File: src/rtl/scanner_pkg.sv
// Shared definitions for the scanner lot sequencer: state encoding, defaults,
// handler latency reference values and the command decode helper.
package scanner_pkg;

    localparam int STATE_W = 4;

    localparam logic [STATE_W-1:0] ST_IDLE      = 4'd0;
    localparam logic [STATE_W-1:0] ST_RL_LOAD   = 4'd1;
    localparam logic [STATE_W-1:0] ST_WL_LOAD   = 4'd2;
    localparam logic [STATE_W-1:0] ST_EXPOSE    = 4'd3;
    localparam logic [STATE_W-1:0] ST_WL_UNLOAD = 4'd4;
    localparam logic [STATE_W-1:0] ST_RL_UNLOAD = 4'd5;
    localparam logic [STATE_W-1:0] ST_GAP       = 4'd6;
    localparam logic [STATE_W-1:0] ST_DONE      = 4'd7;
    localparam logic [STATE_W-1:0] ST_FAULT     = 4'd8;

    localparam int DEF_EXPOSE_CYCLES  = 8;
    localparam int DEF_TIMEOUT_CYCLES = 16;
    localparam int DEF_LOT_W          = 4;

    // Edges from command rise until the handler raises its ready.
    localparam int WL_LATENCY = 5;
    localparam int RL_LATENCY = 4;

    // One bit per handler command; at most one is ever set.
    typedef struct packed {
        logic rl_load;
        logic wl_load;
        logic wl_unload;
        logic rl_unload;
    } cmd_t;

    // Moore decode of the command lines from a state code.
    function automatic cmd_t decode_cmd(input logic [STATE_W-1:0] st);
        cmd_t c;
        c = '0;
        case (st)
            ST_RL_LOAD:   c.rl_load   = 1'b1;
            ST_WL_LOAD:   c.wl_load   = 1'b1;
            ST_WL_UNLOAD: c.wl_unload = 1'b1;
            ST_RL_UNLOAD: c.rl_unload = 1'b1;
            default:      c           = '0;
        endcase
        return c;
    endfunction

    // True for the states that hold a command toward the handler.
    function automatic logic is_cmd_state(input logic [STATE_W-1:0] st);
        return (st == ST_RL_LOAD) || (st == ST_WL_LOAD) ||
               (st == ST_WL_UNLOAD) || (st == ST_RL_UNLOAD);
    endfunction

endpackage

File: src/rtl/scanner_sequencer_fsm_if.sv
// Handler-side command/ready bundle between the sequencer and the scanner
// handler (wafer loader and reticle loader).
interface scanner_sequencer_fsm_if;

    logic cmd_wl_load;
    logic cmd_wl_unload;
    logic cmd_rl_load;
    logic cmd_rl_unload;
    logic wl_ready;
    logic rl_ready;

    // Sequencer side: drives commands, receives readies.
    modport master (
        output cmd_wl_load,
        output cmd_wl_unload,
        output cmd_rl_load,
        output cmd_rl_unload,
        input  wl_ready,
        input  rl_ready
    );

    // Handler side: receives commands, drives readies.
    modport slave (
        input  cmd_wl_load,
        input  cmd_wl_unload,
        input  cmd_rl_load,
        input  cmd_rl_unload,
        output wl_ready,
        output rl_ready
    );

endinterface

File: src/rtl/scanner_cmd_watchdog.sv
// Command watchdog: counts cycles a command has been held and flags a timeout
// when the held count reaches TIMEOUT_CYCLES without the matching ready.
module scanner_cmd_watchdog
    import scanner_pkg::*;
#(
    parameter int TIMEOUT_CYCLES = DEF_TIMEOUT_CYCLES
) (
    input  logic clk,
    input  logic reset,
    input  logic clear,
    input  logic run,
    input  logic ready,
    output logic timeout
);

    localparam int CNT_W = $clog2(TIMEOUT_CYCLES + 1);
    // cnt holds the number of completed cycles; the current cycle is cnt+1.
    localparam logic [CNT_W-1:0] CNT_LAST = CNT_W'(TIMEOUT_CYCLES - 1);

    logic [CNT_W-1:0] cnt;

    // Count held cycles; saturate at the last value so the counter never wraps.
    always_ff @(posedge clk) begin
        // NOTE: registers are updated with <= so every flop samples the
        // pre-edge value of the others, independent of statement order.
        if (reset || clear) begin
            cnt <= '0;
        end else if (run && (cnt != CNT_LAST)) begin
            cnt <= cnt + 1'b1;
        end
    end

    // A ready in the expiring cycle suppresses the timeout.
    assign timeout = run && !ready && (cnt == CNT_LAST);

endmodule

File: src/rtl/scanner_sequencer_fsm.sv
// Lot-level scanner sequencer: reticle load, lot_size x (wafer load, exposure,
// wafer unload), reticle unload. Commands are held as levels until the
// matching ready, separated by a one-cycle gap. All outputs are registered.
module scanner_sequencer_fsm
    import scanner_pkg::*;
#(
    parameter int EXPOSE_CYCLES  = DEF_EXPOSE_CYCLES,
    parameter int TIMEOUT_CYCLES = DEF_TIMEOUT_CYCLES,
    parameter int LOT_W          = DEF_LOT_W
) (
    input  logic                  clk,
    input  logic                  reset,
    input  logic                  start,
    input  logic                  abort,
    input  logic [LOT_W-1:0]      lot_size,
    scanner_sequencer_fsm_if.master hif,
    output logic                  expose_active,
    output logic                  busy,
    output logic                  done,
    output logic                  fault,
    output logic [LOT_W-1:0]      wafer_count
);

    localparam int EXP_W = $clog2(EXPOSE_CYCLES + 1);
    localparam logic [EXP_W-1:0] EXP_LAST = EXP_W'(EXPOSE_CYCLES - 1);

    logic [STATE_W-1:0] state;
    logic [STATE_W-1:0] next_state;
    logic [STATE_W-1:0] gap_from;     // command state that led into GAP
    logic [LOT_W-1:0]   lot_q;
    logic [EXP_W-1:0]   exp_cnt;
    logic               cmd_ready;
    logic               in_cmd;
    logic               abort_ok;
    logic               timeout;
    cmd_t               next_cmd;

    assign in_cmd   = is_cmd_state(state);
    assign next_cmd = decode_cmd(next_state);

    // Abort only acts while a lot is in progress (not IDLE, DONE or FAULT).
    assign abort_ok = abort && (state != ST_IDLE) && (state != ST_DONE) &&
                      (state != ST_FAULT);

    // Qualify ready only in the state commanding that loader.
    always_comb begin
        // NOTE: every always_comb output gets a default first so no path
        // leaves it unassigned and infers a latch.
        cmd_ready = 1'b0;
        case (state)
            ST_RL_LOAD, ST_RL_UNLOAD: cmd_ready = hif.rl_ready;
            ST_WL_LOAD, ST_WL_UNLOAD: cmd_ready = hif.wl_ready;
            default:                  cmd_ready = 1'b0;
        endcase
    end

    scanner_cmd_watchdog #(
        .TIMEOUT_CYCLES(TIMEOUT_CYCLES)
    ) u_watchdog (
        .clk    (clk),
        .reset  (reset),
        .clear  (!in_cmd),
        .run    (in_cmd),
        .ready  (cmd_ready),
        .timeout(timeout)
    );

    // Next-state decode; abort beats ready, ready beats timeout.
    always_comb begin
        next_state = state;
        if (abort_ok) begin
            next_state = ST_IDLE;
        end else begin
            case (state)
                ST_IDLE: begin
                    if (start && (lot_size != '0)) next_state = ST_RL_LOAD;
                end
                ST_RL_LOAD, ST_WL_LOAD, ST_WL_UNLOAD, ST_RL_UNLOAD: begin
                    if (cmd_ready)    next_state = ST_GAP;
                    else if (timeout) next_state = ST_FAULT;
                end
                ST_EXPOSE: begin
                    if (exp_cnt == EXP_LAST) next_state = ST_WL_UNLOAD;
                end
                ST_GAP: begin
                    case (gap_from)
                        ST_RL_LOAD:   next_state = ST_WL_LOAD;
                        ST_WL_LOAD:   next_state = ST_EXPOSE;
                        ST_WL_UNLOAD: next_state = (wafer_count < lot_q) ?
                                                   ST_WL_LOAD : ST_RL_UNLOAD;
                        default:      next_state = ST_DONE;
                    endcase
                end
                ST_DONE:  next_state = ST_IDLE;
                ST_FAULT: next_state = ST_FAULT;
                default:  next_state = ST_IDLE;
            endcase
        end
    end

    // State, lot bookkeeping and the exposure timer.
    always_ff @(posedge clk) begin
        if (reset) begin
            state       <= ST_IDLE;
            gap_from    <= ST_IDLE;
            lot_q       <= '0;
            wafer_count <= '0;
            exp_cnt     <= '0;
        end else begin
            state <= next_state;
            if (in_cmd) begin
                gap_from <= state;
            end
            if ((state == ST_IDLE) && (next_state == ST_RL_LOAD)) begin
                lot_q       <= lot_size;
                wafer_count <= '0;
            end else if ((state == ST_WL_UNLOAD) && (next_state == ST_GAP)) begin
                wafer_count <= wafer_count + 1'b1;
            end
            if (state == ST_EXPOSE) begin
                exp_cnt <= exp_cnt + 1'b1;
            end else begin
                exp_cnt <= '0;
            end
        end
    end

    // Registered Moore outputs, decoded from the state being entered.
    always_ff @(posedge clk) begin
        if (reset) begin
            hif.cmd_rl_load   <= 1'b0;
            hif.cmd_wl_load   <= 1'b0;
            hif.cmd_wl_unload <= 1'b0;
            hif.cmd_rl_unload <= 1'b0;
            expose_active     <= 1'b0;
            busy              <= 1'b0;
            done              <= 1'b0;
            fault             <= 1'b0;
        end else begin
            hif.cmd_rl_load   <= next_cmd.rl_load;
            hif.cmd_wl_load   <= next_cmd.wl_load;
            hif.cmd_wl_unload <= next_cmd.wl_unload;
            hif.cmd_rl_unload <= next_cmd.rl_unload;
            expose_active     <= (next_state == ST_EXPOSE);
            busy              <= (next_state != ST_IDLE) && (next_state != ST_FAULT);
            done              <= (next_state == ST_DONE);
            fault             <= (next_state == ST_FAULT);
        end
    end

endmodule

File: src/flat_wrapper.sv
// flat-port wrapper written by rule: the top's interface ports become plain ports
module scanner_sequencer_fsm_flat import scanner_pkg::*;
#(
    parameter int EXPOSE_CYCLES  = DEF_EXPOSE_CYCLES,
    parameter int TIMEOUT_CYCLES = DEF_TIMEOUT_CYCLES,
    parameter int LOT_W          = DEF_LOT_W
)
  (clk, reset, start, abort, lot_size, expose_active, busy, done, fault, wafer_count, hif_cmd_wl_load, hif_cmd_wl_unload, hif_cmd_rl_load, hif_cmd_rl_unload, hif_wl_ready, hif_rl_ready);
  scanner_sequencer_fsm_if hif_i ();
  input  logic clk;
  input  logic reset;
  input  logic start;
  input  logic abort;
  input  logic [LOT_W-1:0] lot_size;
  output logic expose_active;
  output logic busy;
  output logic done;
  output logic fault;
  output logic [LOT_W-1:0] wafer_count;
  output wire logic [$bits(hif_i.cmd_wl_load)-1:0] hif_cmd_wl_load;
  output wire logic [$bits(hif_i.cmd_wl_unload)-1:0] hif_cmd_wl_unload;
  output wire logic [$bits(hif_i.cmd_rl_load)-1:0] hif_cmd_rl_load;
  output wire logic [$bits(hif_i.cmd_rl_unload)-1:0] hif_cmd_rl_unload;
  input wire logic [$bits(hif_i.wl_ready)-1:0] hif_wl_ready;
  input wire logic [$bits(hif_i.rl_ready)-1:0] hif_rl_ready;
  assign hif_cmd_wl_load = hif_i.cmd_wl_load;
  assign hif_cmd_wl_unload = hif_i.cmd_wl_unload;
  assign hif_cmd_rl_load = hif_i.cmd_rl_load;
  assign hif_cmd_rl_unload = hif_i.cmd_rl_unload;
  assign hif_i.wl_ready = hif_wl_ready;
  assign hif_i.rl_ready = hif_rl_ready;
  scanner_sequencer_fsm #(.EXPOSE_CYCLES(EXPOSE_CYCLES), .TIMEOUT_CYCLES(TIMEOUT_CYCLES), .LOT_W(LOT_W)) u_core (.clk(clk), .reset(reset), .start(start), .abort(abort), .lot_size(lot_size), .hif(hif_i), .expose_active(expose_active), .busy(busy), .done(done), .fault(fault), .wafer_count(wafer_count));
endmodule
File: config.mk
export PLATFORM = sky130hd
export DESIGN_NAME = scanner_sequencer_fsm_flat
export DESIGN_NICKNAME = d
export VERILOG_FILES = /design/src/rtl/scanner_pkg.sv /design/src/rtl/scanner_sequencer_fsm_if.sv /design/src/rtl/scanner_cmd_watchdog.sv /design/src/rtl/scanner_sequencer_fsm.sv /design/src/flat_wrapper.sv
export SDC_FILE = /design/constraint.sdc
export NUM_CORES = 1
export LEC_CHECK = 0
export ABC_AREA = 1
export CAP_MARGIN = 5
export CORE_UTILIZATION = 51
export CTS_BUF_LIST = sky130_fd_sc_hd__clkbuf_8
export DETAILED_ROUTE_END_ITERATION = 10
export PLACE_DENSITY = 0.83
export SETUP_SLACK_MARGIN = 0.3
export SLEW_MARGIN = 30
export SYNTH_ARGS = -nofsm -noshare
export SYNTH_HDL_FRONTEND = slang
export SYNTH_SLANG_ARGS = --single-unit
File: constraint.sdc
create_clock -name clk -period 1.7 [get_ports clk]
set_input_delay 0.34 -clock clk [delete_from_list [all_inputs] [get_ports clk]]
set_output_delay 0.34 -clock clk [all_outputs]
set_load 0.03 [all_outputs]
==> flow_summary.ini, run 1 <==
[clock_network]
cts_buffers = 5
cts_hold_buf = 0
clkSinkCount = 33
cts_tree = yes
root_buffer = clkbuf_8
insertion_delay_ns = 0.29
clkTransAtPathRegs_ns = 0.08
htree_num_levels = 2
cts_buffer_depth = 2

[timing]
finalWorstSetupSlack_ns = -0.179
finalMaxSlewViolations = 0
fin_crit_sh = 1.11
hold_viol = 0
worst_pin_slew_ns = 0.362
relSlewSlack = 0.759
setup_viol = 14
timing.fmax_mhz = 532
fin_crit_ns = 1.88
worst_clock_skew_ns = 0.00776
rsz0062_at_grt = yes

[worst_setup_path]
crit_fanout = 5
worstSetupEndpointType = flop
crit_slowest_cell = dfxtp_1
path_cells = ha_2 -> nand2_2 -> nor2_2 -> nor3_2 -> inv_1 -> nand2_2 -> nor2_2 -> nand2_2 -> nand2_4 -> nor2_8 -> nand3_1 -> a21oi_1
crit_path_frequent_cell = nand2_2
critPathLaunchType = flop
critPathKind = reg -> reg
worstPathArrival_ns = 2.08
cp_slowest_stage_delay_ns = 0.32
critPathRequiredTime_ns = 1.90
crit_buf_inv = 1
cpLargestDelayFamily = simple AND/OR/NAND/NOR gates

[cells_and_area]
seqCellArea_um2 = 689
drive_gt1_frac = 0.476
final_util = 0.895
final_cell_mix = 33 x buf_4, 25 x nand2_1, 23 x inv_1
area_delta_synth_final_pct = 60.1
layout_commonest_cell = buf_4
fin_nets = 289
antenna_cells = 0
final.fill_count = 123
multiInputGateArea_mm2 = 0.00110

[grt]
grt_pass1_vias = 1505
overflow = 0
grt_usage = 0.270
grt_pass1_wl_um = 6680
antenna_found_initial = 0
grt_max_degree = 13

[routing]
drc = 2
ant_nets = 0
avgViaCountPerCell = 5.55
drt-pass1-iter-count = 9
vias = 1687
wl_per_cell_um = 17.4
wl_um = 5300
dr.first_iter.drc_count = 89

[placement]
dpl.hpwl_um = 2510
dp_slack_ns = -0.130
gp_congestion = 0.902
portBuffers = 21

[die]
fp.dieH_um = 57.9
die-area_mm2 = 0.00335
fp-row-count = 19
die-width_um = 57.9
ioPinCount = 22
start_util = 0.559
core_mm2 = 0.00285

[yosys]
syn_area_per_cell_um2 = 7.63
yosysWarnings = 0
synth_cell_types = 29
synthCells = 209
synth-seq-cells = 33
ys_seq_area_frac = 0.414
synth_area_mm2 = 0.00159
syn_nets = 226

[status]
violations = DRC, setup timing
status = finished, violations left

[pwr]
p_leak_uw = 0.00115
peakVddDrop_mv = 1.29
total_power_uw = 4670
powerDensity_mw_per_mm2 = 1830

[flow_run]
cap_violations = 0

[worst_hold_path]
hold_class = reg -> reg
-- path summary, 6_finish.rpt --
check | startpoint | endpoint | slack [ns] | depth (start not counted)
worst max-delay path | u_core.exp_cnt[0]$_SDFF_PP0_ | u_core.wafer_count[2]$_SDFFE_PP0P_ | -0.18 | 12
worst min-delay path | u_core.lot_q[0]$_SDFFE_PP0P_ | u_core.lot_q[0]$_SDFFE_PP0P_ | 0.46 | 2
worst max register to register | u_core.exp_cnt[0]$_SDFF_PP0_ | u_core.wafer_count[2]$_SDFFE_PP0P_ | -0.18 | 12
worst min register to register | u_core.lot_q[0]$_SDFFE_PP0P_ | u_core.lot_q[0]$_SDFFE_PP0P_ | 0.46 | 2
-- metal layers --
| layer | track usage | wire (µm) | up-vias |
|---|---|---|---|
| met5 | 0 | 0 | - |
| met4 | 0.116 | 148 | 0 |
| met3 | 0.0826 | 300 | 15 |
| met2 | 0.456 | 2680 | 64 |
| met1 | 0.315 | 2180 | 808 |
| li1 | - | - | 800 |
-- worst reg2reg max path: stages (launching register included) --
cell	delay, ns
dfxtp_1	0.32
ha_2	0.19
nand2_2	0.08
nor2_2	0.06
nor3_2	0.27
inv_1	0.10
nand2_2	0.08
nor2_2	0.04
nand2_2	0.10
nand2_4	0.09
nor2_8	0.17
nand3_1	0.11
a21oi_1	0.18
-- kinds of logic (layout without fill, tap and decap cells) --
family / count (synthesis) / after routing / synth area share
compound gates: 22 / 22 / 0.0809
xor+xnor: 5 / 5 / 0.0275
fa+ha+maj: 7 / 7 / 0.0549
buf+inv: 31 / 95 / 0.0730
flops: 33 / 33 / 0.414
simple gates: 111 / 111 / 0.349
-- state kept, by name, indices dropped and copies added (netlist names) --
name / flops
u_core.hif.cmd_wl_load: 1
u_core.gap_from: 4
u_core.wafer_count: 4
u_core.hif.cmd_rl_unload: 1
u_core.exp_cnt: 4
u_core.hif.cmd_wl_unload: 1
u_core.busy: 1
u_core.state: 4
u_core.lot_q: 4
u_core.fault: 1
u_core.expose_active: 1
u_core.done: 1
u_core.u_watchdog.cnt: 5
u_core.hif.cmd_rl_load: 1
-- synthesized netlist by cell type (all sizes together) --
library cell / n / area share
nand3: 16 / 0.053
a21oi: 11 / 0.035
inv: 29 / 0.068
nand4: 4 / 0.016
nor3: 6 / 0.019
a31oi: 1 / 0.0039
and3: 2 / 0.0078
a311oi: 1 / 0.0055
o21ai: 8 / 0.032
nor2: 34 / 0.11
nand3b: 1 / 0.0071
xnor2: 1 / 0.0055
dfxtp: 33 / 0.41
clkbuf: 2 / 0.0047
nand2: 46 / 0.13
o31ai: 1 / 0.0047
ha: 7 / 0.055
nor3b: 1 / 0.0047
xor2: 4 / 0.022
or2: 1 / 0.0039
-- what timing repair did --
action                                 CTS  global route
buffers inserted                         8             9
setup endpoints to repair               32            25
gates resized for setup                 40            40
pin swaps                               12            11
endpoints found under the hold margin    0             0
-- metrics by stage --
step                setup TNS, ns  instances  instance area (µm²)  hold WS [ns]
floorplan                       0        209                 1700         0.418
CTS                        -0.117        295                 2350         0.463
finish                      -1.37        304                 2550         0.463
global placement           -0.531        279                 2090         0.442
global route                -2.56        304                 2550         0.492
detailed placement         -0.939        279                 2090         0.452
-- layout make-up --
class	count	share of cell area
clock buffers	5	0.0270
multi-input cells	145	0.433
clock inverters	3	0.0176
well taps	31	0.0152
flip-flops and latches	33	0.270
inverters	29	0.0446
repair buffers	58	0.193
-- where the power goes --
group	switching, µW	internal, µW
Clock	317	440
Sequential	137	954
Combinational	1630	1190
Total	2090	2590
No activity file was read; power rests on OpenSTA's default activity.
==> inputs of run 2 (changes only) <==
- CORE_UTILIZATION: 51 -> 58
- DONT_BUFFER_PORTS: default -> 1
- PLACE_DENSITY: 0.83 -> 0.81
==> run 2 against run 1 <==
Compared with the run above:
- the flow finishes with violations (setup timing)
- sequential cell count stayed put
- critical endpoint is now u_core.wafer_count[0]$_SDFFE_PP0P_
- largest cell class unchanged
- combinational power fell by 17%
- core utilization down 2.2 points
- highest routed layer unchanged
==> flow_summary.ini, run 2 (synthesis results as in run 1) <==
[routing]
avgViaCountPerCell = 6.39
wl_um = 5680
ant_nets = 0
drc = 0
wl_per_cell_um = 20.9
dr.first_iter.drc_count = 77
vias = 1739
drt-pass1-iter-count = 5

[clock_network]
clkTransAtPathRegs_ns = 0.08
htree_num_levels = 2
insertion_delay_ns = 0.30
cts_buffer_depth = 2
cts_tree = yes
clkSinkCount = 33
cts_hold_buf = 0
cts_buffers = 5
root_buffer = clkbuf_8

[worst_setup_path]
worstSetupEndpointType = flop
worstPathArrival_ns = 2.25
r2r_start = u_core.lot_q[3]$_SDFFE_PP0P_
crit_fanout = 5
cp-startpoint = u_core.lot_q[3]$_SDFFE_PP0P_
critPathRequiredTime_ns = 1.90
regToRegSetupSlack_ns = -0.35
critPathKind = reg -> reg
critPathLaunchType = flop
r2r_end = u_core.wafer_count[0]$_SDFFE_PP0P_
r2r_cells = 12

[timing]
relSlewSlack = 0.739
setup_viol = 14
finalMaxSlewViolations = 0
hold_viol = 0
tns_ns = -2.13
worst_pin_slew_ns = 0.391
whs_ns = 0.0983
worst_clock_skew_ns = 0.0108
fin_crit_ns = 2.05
fin_crit_sh = 1.21
finalWorstSetupSlack_ns = -0.351
timing.fmax_mhz = 488
rsz0062_at_grt = yes

[pwr]
p_leak_uw = 0.000955
peakVddDrop_mv = 1.98
powerDensity_mw_per_mm2 = 1860
total_power_uw = 4140

[cells_and_area]
final_cell_mix = 22 x inv_1, 22 x nand2_1, 22 x buf_4
final_util = 0.873
drive_gt1_frac = 0.479
largest_register_ff_count = 5
fin_nets = 258
final_cell_area_mm2 = 0.00222
antenna_cells = 0
regMostFlops = u_core.u_watchdog.cnt
area_delta_synth_final_pct = 39.3
final.fill_count = 120

[status]
violations = setup timing
status = finished, violations left

[grt]
grt_max_degree = 12
grt_usage = 0.306
grt_pass1_vias = 1411
antenna_found_initial = 0
grt_pass1_wl_um = 6180
overflow = 0

[die]
core_mm2 = 0.00254
fp-row-count = 18
start_util = 0.626
fp.dieH_um = 54.4
die-width_um = 54.4
ioPinCount = 22
die-area_mm2 = 0.00296

[flow_run]
cap_violations = 0

[worst_hold_path]
hold_class = in -> reg
holdPathEnd = u_core.state[0]$_SDFF_PP0_
hold_path_depth = 1
hold_start = reset

[placement]
dpl-instance-area_mm2 = 0.00181
dpl.hpwl_um = 2540
gp_congestion = 0.847
portBuffers = 0
## run 2: cell count changes in the layout (fill, tap and decap cells not counted), sizes merged
cell,previous run,this run
bufinv,1,0
clkdlybuf4s15,1,0
clkdlybuf4s50,9,0
buf,37,27
dlygate4sd2,9,0
clkinv,1,2
clkbuf,7,5
## run 2: cell type report
cell class                      count  area (µm²)  area share
Tap cell                           30        37.5      0.0169
Inverter                           29         111      0.0501
Clock inverter                      3        16.3     0.00732
Sequential cell                    33         691       0.311
Multi-Input combinational cell    145        1070       0.484
Clock buffer                        5        68.8      0.0310
Timing Repair Buffer               27         221      0.0997
## run 2: worst max path at each step
| stage | endpoint | slack, ns |
|---|---|---|
| after floorplan | u_core.wafer_count[0]$_SDFFE_PP0P_ | 0.03 |
| after global placement | u_core.wafer_count[2]$_SDFFE_PP0P_ | 0.02 |
| after detailed placement | u_core.wafer_count[1]$_SDFFE_PP0P_ | -0.07 |
| after CTS | u_core.wafer_count[3]$_SDFFE_PP0P_ | -0.005 |
| after global routing | u_core.wafer_count[0]$_SDFFE_PP0P_ | -0.41 |
| final | u_core.wafer_count[0]$_SDFFE_PP0P_ | -0.35 |
## run 2: layer usage
metal  vias to the layer above  part of all wire  track usage
met5                         -                 0            0
met4                         0             0.084        0.171
met3                        66              0.11       0.0917
met2                       149              0.47        0.537
met1                       788              0.34        0.323
li1                        736                 -            -
## run 2: stage by stage
step	cells	setup slack [ns]
floorplan	209	0.0345
global placement	247	0.0206
detailed placement	247	-0.0745
CTS	265	-0.00492
global route	272	-0.414
finish	272	-0.351
## run 2: repair_timing
| action | in CTS | in global routing |
|---|---|---|
| setup buffers | 10 | 7 |
| pin swaps | 19 | 23 |
| setup endpoints to repair | 20 | 26 |
| resized for setup | 31 | 30 |
## run 2: critical path: stages, from the launching register on
cell and delay [ns]:
dfxtp_2 0.33, inv_2 0.05, ha_4 0.25, a21oi_1 0.24
nand2_1 0.13, nand2_1 0.10, nand2_1 0.07, nand2_2 0.10
buf_4 0.14, nand2_8 0.08, nor2_8 0.13, nand3_1 0.11
a21oi_1 0.23
## run 2: power by group
group | internal, µW | switching, µW
Sequential | 962 | 250
Clock | 283 | 302
Combinational | 880 | 1460
==> inputs of run 3 (changes only) <==
- CORE_UTILIZATION: 58 -> 60
- clock period: 1.7 -> 2.7 ns (I/O delays scaled with it)
==> run 3 against run 2 <==
Compared with the run above:
- the flow now finishes without violations
- core utilization is 19 points lower
- setup slack better by 0.98 ns
- first-iteration DRC count is 60% lower
- global-route usage is 5.3 points lower
- final cell count is 9.9% lower
- non-clock buffer count is 27 lower
- via count is 24% lower
- clock skew is 0.0035 ns lower
- wire length is 46% lower
- register-to-register slack better by 0.98 ns
- sequential share of layout area is 7.5 points higher
- cell area is 23% lower
==> flow_summary.ini, run 3 (synthesis results as in run 1) <==
[worst_setup_path]
crit_path_frequent_cell = nand2_1
path_cells = ha_1 -> nand2_1 -> inv_1 -> nand2_1 -> nand2_1 -> nand2_1 -> nand2_1 -> nand2_1 -> nand2_1 -> nand2_2 -> nor2_4 -> nand2_2 -> nand2_1 -> a21oi_1
crit_fanout = 6
worstSetupEndpointType = flop
critPathLaunchType = flop
crit_slowest_cell = dfxtp_1
crit_buf_inv = 1
cp_slowest_stage_delay_ns = 0.61
cpLargestDelayFamily = simple AND/OR/NAND/NOR gates
critPathKind = reg -> reg
worstPathArrival_ns = 2.28
critPathRequiredTime_ns = 2.91

[timing]
rsz0062_at_grt = no
relSlewSlack = 0.691
fin_crit_sh = 0.766
hold_viol = 0
worst_pin_slew_ns = 0.463
timing.fmax_mhz = 483
fin_crit_ns = 2.07
tns_ns = 0
finalMaxSlewViolations = 0
worst_clock_skew_ns = 0.00732
setup_viol = 0

[placement]
portBuffers = 0
dpl-instance-area_mm2 = 0.00162
dpl.hpwl_um = 2250
gp_congestion = 0.832

[clock_network]
insertion_delay_ns = 0.29
root_buffer = clkbuf_8
clkTransAtPathRegs_ns = 0.07
clkSinkCount = 33
htree_num_levels = 2
ctsResizeCount = 0
cts_hold_buf = 0
cts_buffers = 5
post_cts_buffers = 0
cts_buffer_depth = 2
cts_tree = yes

[routing]
vias = 1317
dr.first_iter.drc_count = 31
ant_nets = 0
avgViaCountPerCell = 5.38
drt-pass1-iter-count = 4
drc = 0
wl_um = 3060
wl_per_cell_um = 12.5

[grt]
grt_usage = 0.253
grt_pass1_wl_um = 5110
antenna_found_initial = 0
overflow = 0
grt_max_degree = 12
grt_pass1_vias = 1217

[pwr]
p_leak_uw = 0.000775
total_power_uw = 1890
peakVddDrop_mv = 0.744
powerDensity_mw_per_mm2 = 1110

[die]
die-area_mm2 = 0.00287
fp.dieH_um = 53.5
core_mm2 = 0.00250
die-width_um = 53.5
start_util = 0.638
ioPinCount = 22
fp-row-count = 18

[cells_and_area]
seqCellArea_um2 = 661
area_delta_synth_final_pct = 7.30
fin_nets = 231
antenna_cells = 0
final_cell_mix = 37 x nand2_1, 33 x dfxtp_1, 27 x inv_1
layout_commonest_cell = nand2_1
regMostFlops = u_core.u_watchdog.cnt
largest_register_ff_count = 5
final_cell_area_mm2 = 0.00171
multiInputGateArea_um2 = 817
final_util = 0.684
drive_gt1_frac = 0.149
final.fill_count = 202

[status]
status = complete, no violations

[flow_run]
cap_violations = 0

[worst_hold_path]
hold_class = in -> reg
run 3: cell types whose count changed in the layout (fill, tap and decap cells not counted), moves of 5 or more:
cell	before	now
buf_6	5	0
inv_1	22	27
ha_4	5	0
dfxtp_2	6	0
dfxtp_1	21	33
nand2_1	22	37
nor2_1	19	25
buf_4	22	0
dfxtp_4	6	0
nand2_2	17	7
nor2_4	9	2
ha_1	1	7
run 3: final cells by class:
cell class / count / area share
well taps: 30 / 0.0219
clock inverters: 3 / 0.0102
clock buffers: 5 / 0.0402
inverters: 29 / 0.0636
flip-flops and latches: 33 / 0.386
multi-input cells: 145 / 0.478
run 3: worst paths after layout:
| kind | from | endpoint | slack [ns] | cells after the start |
|---|---|---|---|---|
| min reg2reg | u_core.exp_cnt[0]$_SDFF_PP0_ | u_core.exp_cnt[0]$_SDFF_PP0_ | 0.45 | 1 |
| max reg2reg | u_core.wafer_count[2]$_SDFFE_PP0P_ | u_core.wafer_count[0]$_SDFFE_PP0P_ | 0.63 | 14 |
| max | u_core.wafer_count[2]$_SDFFE_PP0P_ | u_core.wafer_count[0]$_SDFFE_PP0P_ | 0.63 | 14 |
| min | reset | u_core.state[1]$_SDFF_PP0_ | 0.32 | 1 |
run 3: metrics by stage:
step	cells	hold slack [ns]	setup slack [ns]
2_1_floorplan	209	0.418	0.894
3_3_place_gp	237	0.428	0.693
3_5_place_dp	237	0.440	0.668
4_1_cts	245	0.309	0.650
5_1_grt	245	0.300	0.473
6_report	245	0.319	0.632
run 3: power by group:
| group | total (µW) | switching (µW) | leakage (µW) | internal, µW |
|---|---|---|---|---|
| sequential | 715 | 124 | 0.000268 | 591 |
| clock | 355 | 177 | 0.0000439 | 177 |
| combinational | 822 | 567 | 0.000462 | 255 |
run 3: routing by layer:
metal	global-route usage	vias up	wire, µm
met2	0.442	33	1490
met3	0.107	9	151
met5	0	-	0
met1	0.274	599	1360
met4	0.0833	0	53
li1	-	676	-
